$ cat src/rtl/mmbus_pkg.sv
// Shared definitions for the port-B bus arbiter: FSM encoding, idle address
// and the MMIO device addresses used by the bus and its benches.
package mmbus_pkg;

  typedef enum logic [1:0] {
    ST_IDLE = 2'd0,
    ST_SLOT = 2'd1,
    ST_RESP = 2'd2
  } mmbus_state_e;

  // No device decodes this address, so an idle bus can never strobe anything.
  localparam logic [31:0] IDLE_ADDR_DEFAULT = 32'hFFFF_FFFF;

  localparam logic [31:0] MMIO_UART_TX     = 32'd65537;
  localparam logic [31:0] MMIO_UART_RX     = 32'd65538;
  localparam logic [31:0] MMIO_UART_STATUS = 32'd65539;
  localparam logic [31:0] MMIO_LED         = 32'd65540;
  localparam logic [31:0] MMIO_VGADUMP     = 32'd65599;

endpackage

$ cat src/rtl/mmbus_rr_pick.sv
// Combinational round-robin picker: the first requester after ptr (wrapping)
// wins. Produces both a one-hot grant and the binary index of the winner.
module mmbus_rr_pick #(
  parameter int NREQ = 2,
  parameter int IW   = 1
) (
  input  logic [NREQ-1:0] req,
  input  logic [IW-1:0]   ptr,
  output logic            valid,
  output logic [NREQ-1:0] grant,
  output logic [IW-1:0]   idx
);

  // Walk candidates from lowest to highest priority so the last hit wins.
  always_comb begin
    valid = 1'b0;
    grant = '0;
    idx   = '0;
    for (int k = NREQ; k >= 1; k--) begin
      for (int i = 0; i < NREQ; i++) begin
        if (req[i] && (i == (int'(ptr) + k) % NREQ)) begin
          valid    = 1'b1;
          grant    = '0;
          grant[i] = 1'b1;
          idx      = IW'(i);
        end
      end
    end
  end

endmodule

$ cat src/rtl/mmbus_arbiter.sv
// Round-robin arbiter for the shared port-B data bus: one bus slot per
// request, registered read data / error capture, one-cycle one-hot ack.
//
// Handshake: a requester raises req with addr/wdata/we and holds all of them
// stable up to and including the cycle in which its ack bit is high; req still
// high in that ack cycle is taken as a fresh request in the following cycle.
module mmbus_arbiter
  import mmbus_pkg::*;
#(
  parameter int          NREQ      = 2,
  parameter logic [31:0] IDLE_ADDR = IDLE_ADDR_DEFAULT
) (
  input  logic                 clk,
  input  logic                 rst,
  input  logic [NREQ-1:0]      req,
  input  logic [NREQ*32-1:0]   addr,
  input  logic [NREQ*32-1:0]   wdata,
  input  logic [NREQ-1:0]      we,
  output logic [NREQ-1:0]      ack,
  output logic [31:0]          rdata,
  output logic                 err,
  output logic [31:0]          addr_b,
  output logic [31:0]          data_b_in,
  output logic [31:0]          data_b_we,
  input  logic [31:0]          data_b,
  input  logic                 strobe_b,
  output mmbus_state_e         dbg_state
);

  localparam int IW = (NREQ > 2) ? 2 : 1;

  mmbus_state_e    state_q, state_d;
  logic [IW-1:0]   ptr_q;
  logic [NREQ-1:0] gnt_q;

  logic            pick_valid;
  logic [NREQ-1:0] pick_grant;
  logic [IW-1:0]   pick_idx;
  logic [31:0]     sel_addr, sel_wdata;
  logic            sel_we;
  logic            load_slot, capture;

  mmbus_rr_pick #(.NREQ(NREQ), .IW(IW)) u_pick (
    .req   (req),
    .ptr   (ptr_q),
    .valid (pick_valid),
    .grant (pick_grant),
    .idx   (pick_idx)
  );

  always_comb begin
    sel_addr  = '0;
    sel_wdata = '0;
    sel_we    = 1'b0;
    for (int i = 0; i < NREQ; i++) begin
      if (pick_grant[i]) begin
        sel_addr  = addr[32*i +: 32];
        sel_wdata = wdata[32*i +: 32];
        sel_we    = we[i];
      end
    end
  end

  always_ff @(posedge clk or negedge rst) begin
    if (!rst) state_q <= ST_IDLE;
    else      state_q <= state_d;
  end

  always_comb begin
    state_d = state_q;
    case (state_q)
      ST_IDLE: if (pick_valid) state_d = ST_SLOT;
      ST_SLOT: state_d = ST_RESP;
      ST_RESP: state_d = ST_IDLE;
      default: state_d = ST_IDLE;
    endcase
  end

  always_comb begin
    load_slot = (state_q == ST_IDLE) && pick_valid;
    capture   = (state_q == ST_SLOT);
    dbg_state = state_q;
  end

  // Bus is driven only during SLOT; every other state shows the idle values.
  always_ff @(posedge clk or negedge rst) begin
    if (!rst) begin
      ptr_q     <= IW'(NREQ - 1);
      gnt_q     <= '0;
      ack       <= '0;
      rdata     <= '0;
      err       <= 1'b0;
      addr_b    <= IDLE_ADDR;
      data_b_in <= '0;
      data_b_we <= '0;
    end else if (load_slot) begin
      ptr_q     <= pick_idx;
      gnt_q     <= pick_grant;
      addr_b    <= sel_addr;
      data_b_in <= sel_wdata;
      data_b_we <= {31'b0, sel_we};
    end else if (capture) begin
      rdata     <= strobe_b ? data_b : '0;
      err       <= ~strobe_b;
      ack       <= gnt_q;
      addr_b    <= IDLE_ADDR;
      data_b_in <= '0;
      data_b_we <= '0;
    end else begin
      ack       <= '0;
    end
  end

endmodule

$ cat config.mk
export PLATFORM = sky130hd
export DESIGN_NAME = mmbus_arbiter
export DESIGN_NICKNAME = d
export VERILOG_FILES = /design/src/rtl/mmbus_pkg.sv /design/src/rtl/mmbus_rr_pick.sv /design/src/rtl/mmbus_arbiter.sv
export SDC_FILE = /design/constraint.sdc
export NUM_CORES = 1
export LEC_CHECK = 0
export CORE_MARGIN = 2
export CORE_UTILIZATION = 35
export CTS_BUF_LIST = sky130_fd_sc_hd__clkbuf_8
export CTS_CLUSTER_SIZE = 40
export DETAILED_ROUTE_END_ITERATION = 16
export GPL_TIMING_DRIVEN = 1
export PLACE_DENSITY = 0.83
export SLEW_MARGIN = 40
export SYNTH_ARGS = -nofsm -noshare
export SYNTH_HDL_FRONTEND = slang
export SYNTH_SLANG_ARGS = --single-unit
$ cat constraint.sdc
create_clock -name clk -period 1.4 [get_ports clk]
set_input_delay 0.42 -clock clk [delete_from_list [all_inputs] [get_ports clk]]
set_output_delay 0.42 -clock clk [all_outputs]
set_load 0.02 [all_outputs]
# Word-level counts from Yosys, hierarchy flattened

Cells that the tools add are included.

Flip-flop bits (word level): 136
Input port bits: 167
Output and inout port bits: 133
Word-level logic and storage cells: 55

Add/sub/neg operators: 2
Equal/unequal tests: 4
Multiplexer cells: 26
Bitwise gates (word level): 4
Reduce and logical (&&, ||, !) cells: 10

Operators with widths:

| kind                                                                   | count |
|---|---|
| 32-bit two-way mux                                                     | 10 |
| 32-bit logical NOT                                                     | 2 |
| 1-bit two-way mux                                                      | 10 |
| 2-bit two-way mux                                                      | 5 |
| 1-bit logical AND                                                      | 5 |
| 2-bit equality test (first input constant)                             | 2 |
| 2-bit one-hot mux with 2 select lines                                  | 1 |
| 1-bit adder (second input constant)                                    | 2 |
| 1-bit AND (first input constant)                                       | 2 |
| 2-bit by 1-bit equality test with 1-bit output (second input constant) | 1 |
| 2-bit logical NOT                                                      | 1 |
| 2-bit != test (second input constant)                                  | 1 |
| 1-bit inverter                                                         | 2 |
| 2-bit AND reduction                                                    | 1 |
| 2-bit nonzero test                                                     | 1 |

# Logic depth before layout (Yosys ltp)

Depth in word-level cells: 11
Mapped depth: 6
Mapped depth without buffers: 4

# Hierarchy

Synthesis repeated with hierarchy kept, for this count alone.

Cells, all modules: 487
Area, all modules: 4,795.8 um^2

Modules (own cells, without submodules):

| module        | times used | cells an instance | area an instance (um^2) | seq. area each (um^2) |
|---|---|---|---|---|
| mmbus_arbiter | 1          | 482               | 4,763.3                 | 2,668.8 |
| mmbus_rr_pick | 1          | 5                 | 32.5                    | 0.0 |

# Worst setup path after synthesis

No wires, ideal clock.

Path kind: input to register
From: input port req[0]
To: register data_b_in[10]
Setup time: 0.126 ns
Arrival time: 1.358 ns
Data required time: 1.274 ns
Path slack: -0.084 ns
Stages on the path: 6
Path buffers: 3
Cell sequence: buf_4 -> or2_1 -> o21bai_2 -> buf_4 -> buf_4 -> a221o_1

Word-level cells in the longest chain between the ends: 8
Elaborated cells between the ends (all ways): 15
Classes of those cells: mux: 11; reduce/logical: 4

Ends and longest elaborated chain:

| item                             | line                 | RTL |
|---|---|---|
| start, declared                  | mmbus_arbiter.sv:15  | `input logic [NREQ-1:0] req,` |
| 1-bit logical AND                | mmbus_rr_pick.sv:21  | `if (req[i] && (i == (int'(ptr) + k) % NREQ)) begin` |
| 1-bit two-way mux                | mmbus_rr_pick.sv:21  |  |
| 2-bit two-way mux (3 in series)  | mmbus_rr_pick.sv:21  |  |
| 32-bit two-way mux (2 in series) | mmbus_arbiter.sv:56  | `if (pick_grant[i]) begin` |
| 32-bit two-way mux               | mmbus_arbiter.sv:96  | `end else if (load_slot) begin` |
| end signal, assigned             | mmbus_arbiter.sv:100 | `data_b_in <= sel_wdata;` |
| end, declared                    | mmbus_arbiter.sv:23  | `output logic [31:0] data_b_in,` |

Parallel ways exist; a longest one is shown, timed or not.
A chain may end at the register's enable or synchronous reset.

# Worst setup path in the final report

From: register ptr_q
To: register addr_b[28]

Word-level cells in the longest chain between the ends: 11
Elaborated cells between the ends (all ways): 25
Classes of those cells: add/sub: 2; eq/ne: 2; mux: 11; bitwise: 2; reduce/logical: 8

Ends and longest elaborated chain:

| item                             | line                | RTL |
|---|---|---|
| start, declared                  | mmbus_arbiter.sv:33 | `logic [IW-1:0] ptr_q;` |
| start signal, assigned           | mmbus_arbiter.sv:88 | `ptr_q <= IW'(NREQ - 1);` |
| start signal, assigned           | mmbus_arbiter.sv:97 | `ptr_q <= pick_idx;` |
| 1-bit adder                      | mmbus_rr_pick.sv:21 |  |
| 1-bit AND (no line)              | --                  |  |
| 32-bit logical NOT               | mmbus_rr_pick.sv:21 |  |
| 1-bit logical AND                | mmbus_rr_pick.sv:21 |  |
| 1-bit two-way mux                | mmbus_rr_pick.sv:21 |  |
| 2-bit two-way mux (3 in series)  | mmbus_rr_pick.sv:21 |  |
| 32-bit two-way mux (2 in series) | mmbus_arbiter.sv:56 |  |
| 32-bit two-way mux               | mmbus_arbiter.sv:96 |  |
| end signal, assigned             | mmbus_arbiter.sv:99 | `addr_b <= sel_addr;` |
| end, declared                    | mmbus_arbiter.sv:22 | `output logic [31:0] addr_b,` |

Parallel ways exist; a longest one is shown, timed or not.

==> metrics.txt <==
area grow syn2layout=72.09%; FF/Latch Area=2671 um2; first-pass GRT wire length=24990 um; GRT Total Usage=0.2177; power density cells=2117 nW/um2; die area=14860 um2; MaxCap Viol Count=0; status=complete, but fails checks; layout cell share with drive strength beyond 1=0.3253; die height=121.9 um; Die Wd=121.9 um; register area share after synthesis=0.5486; clk sink count=105; routed len/inst=18.24 um; FP Rows=43; Worst Path Max Fanout=8; #FFs+latches synth=105; ant diodes=0; Top delay family on crit path=flip-flops; Final GP Congestion=0.7891; drt pass-1 iters=5; Vias=4939; Post-Synth Simple-Gate Area=0.1903; Startpoint Class=register; WP data required=1.70 ns; number of distinct library cells after synthesis=22; peak supply drop=0.9056 mV; # placed instances=914; Fin. Hold Viols=0; # nets final=952; initial core utilization=0.3546; initial antenna violation count=0; leading cell type in the layout, fill and taps excluded=clkdlybuf4s50_1; detailed placement HPWL=10990 um; hold buffer count at cts=0; main combinational cell family by area after synthesis=simple AND/OR/NAND/NOR gates; Buf/Inv on CP=1; xor/xnor cell area share of the yosys netlist=0; clk root buf=clkbuf_8; clk_lat worst skew=0.38 ns; setup ws final=-0.1046 ns; worst path cell trace=nand2b_4 -> clkbuf_16 -> nand3_1 -> a32oi_1; share of synthesized area spent on multiplexers=0; Largest stage delay, worst path=0.58 ns; Finish-stage setup viols=77; IO Pins=300; vias in the first global route=4703; Final Max Tran Viols=0; leakage power=4.130 nW; fill count=1113; Cell Area, Synth=4865 um2; CP Capture Type=register; CP max stage cell=dfstp_2; Tightest Hold Check Type=in -> async; CTS tree=yes; Synth Area in Compound Gates=0.1391; commonest cells after routing, fill and taps aside=clkdlybuf4s50_1 (163), nand2_1 (96), dfrtp_1 (70), buf_6 (56), buf_2 (50); largest net degree at the start of global routing=72; unrepaired setup endpoints after global routing=yes; period utilization=1.075; Max Clock Freq=664.6 MHz; Via density=5.092; clock-pin slew on the worst setup and hold paths=0.11 ns; multi-input logic area=1964 um2; Non-Filler Instances=970; Post-Syn Instances=487; failing checks=setup timing; final WL=17690 um; Avg Cell Area, Syn=9.989 um2; CTS max path bufs=2; Port-buffer cells=268; critical path data arrival time=1.80 ns; Initial DRC Count=254; CORE AREA=13720 um2; Synth warnings=0; DRC=0; Period minus WS final=1.505 ns; CTS H-Tree Depth=3; Synth Area in Adders=0; gr ovfl total=0; WS Path Type=reg -> reg; total CTS buffers=9; clock skew=0.01439 ns; Routed Antenna Nets=0; worst hold slack=0.05084 ns
==> kinds of logic after synthesis <==
group,Yosys count
buffers and inverters,108
other,1
and+or+nand+nor,200
AOI/OAI and AO/OA,73
DFF,105
==> repair_timing <==
item,CTS,global route
endpoints found under the setup margin,168,131
buffers inserted,10,20
resized for setup,486,73
pin swaps,4,41
endpoints found under the hold margin,0,0
cloned,7,4
==> path summary, 6_finish.rpt <==
kind                                       from                        end  slack, ns  depth (start not counted)
setup reg to reg              ptr_q$_DFFE_PN1P_     addr_b[28]$_DFFE_PN1P_      -0.10                          4
hold / removal                              rst  data_b_in[30]$_DFFE_PN0P_       0.05                          2
max in group asynchronous                   rst   data_b_in[3]$_DFFE_PN0P_       0.99                          2
setup / recovery              ptr_q$_DFFE_PN1P_     addr_b[28]$_DFFE_PN1P_      -0.10                          4
min in group clk           rdata[8]$_DFFE_PN0P_       rdata[8]$_DFFE_PN0P_       0.47                          2
hold reg to reg            rdata[8]$_DFFE_PN0P_       rdata[8]$_DFFE_PN0P_       0.47                          2
==> cell type report <==
class,count,share of cell area
clock buffers,10,0.01644
flip-flops and latches,105,0.3191
clock inverters,6,0.006875
well taps,180,0.02690
repair buffers,327,0.3802
inverters,34,0.01584
multi-input cells,308,0.2346
==> metrics by stage <==
step,util,total power [mW],instance area (um2),worst slack [ns],setup TNS [ns]
after global placement,0.5623,14.57,7715,-0.5226,-37.22
after detailed placement,0.5623,14.75,7715,-0.5618,-39.29
after floorplan,-,10.38,5011,0.007598,0
after CTS,0.5730,16.58,7861,-0.1026,-3.036
final,0.6102,17.72,8372,-0.1046,-3.416
after global routing,0.6102,18.70,8372,-0.1582,-7.785
==> cell usage after synthesis <==
library cell | n | area (um2)
nand2_1 | 98 | 367.9
dfrtp_1 | 72 | 1802
nand3_1 | 64 | 320.3
buf_4 | 38 | 285.3
and3_1 | 34 | 212.7
a221o_1 | 33 | 330.3
dfstp_2 | 33 | 867.1
a32oi_1 | 32 | 280.3
inv_1 | 32 | 120.1
clkbuf_1 | 23 | 86.33
buf_2 | 9 | 45.04
a22o_1 | 4 | 35.03
buf_6 | 4 | 45.04
inv_2 | 2 | 7.510
nand2b_1 | 2 | 12.51
a21boi_1 | 1 | 7.510
a21o_1 | 1 | 7.510
conb_1 | 1 | 3.750
nor2_2 | 1 | 6.260
o21ai_0 | 1 | 5.000
o21bai_2 | 1 | 11.26
or2_1 | 1 | 6.260
==> worst register-to-register path, delay by kind of cell, from the launching register on <==
kind            cells  cell delay, ns
buf+inv             1            0.21
simple gates        2            0.35
compound gates      1            0.28
flops               1            0.58
==> state kept, by name, indices dropped and copies added, names as in the netlist <==
| register | cells |
|---|---|
| addr_b | 32 |
| data_b_in | 32 |
| ptr_q | 1 |
| ack | 2 |
| err | 1 |
| data_b_we | 1 |
| rdata | 32 |
| dbg_state | 2 |
| gnt_q | 2 |
==> report_power, final <==
group,switching [mW],total (mW),internal [mW]
Clock,1.08,1.95,0.869
Sequential,0.925,5.72,4.79
Combinational,5.30,10.1,4.76
Total,7.30,17.7,10.4
==> routing by layer <==
layer	GRT usage	routed length, um
met4	0.1056	662
met5	0	0
met2	0.3656	8751
met1	0.2653	6677
met3	0.04682	1602
Power figures use the tool's default switching activity.
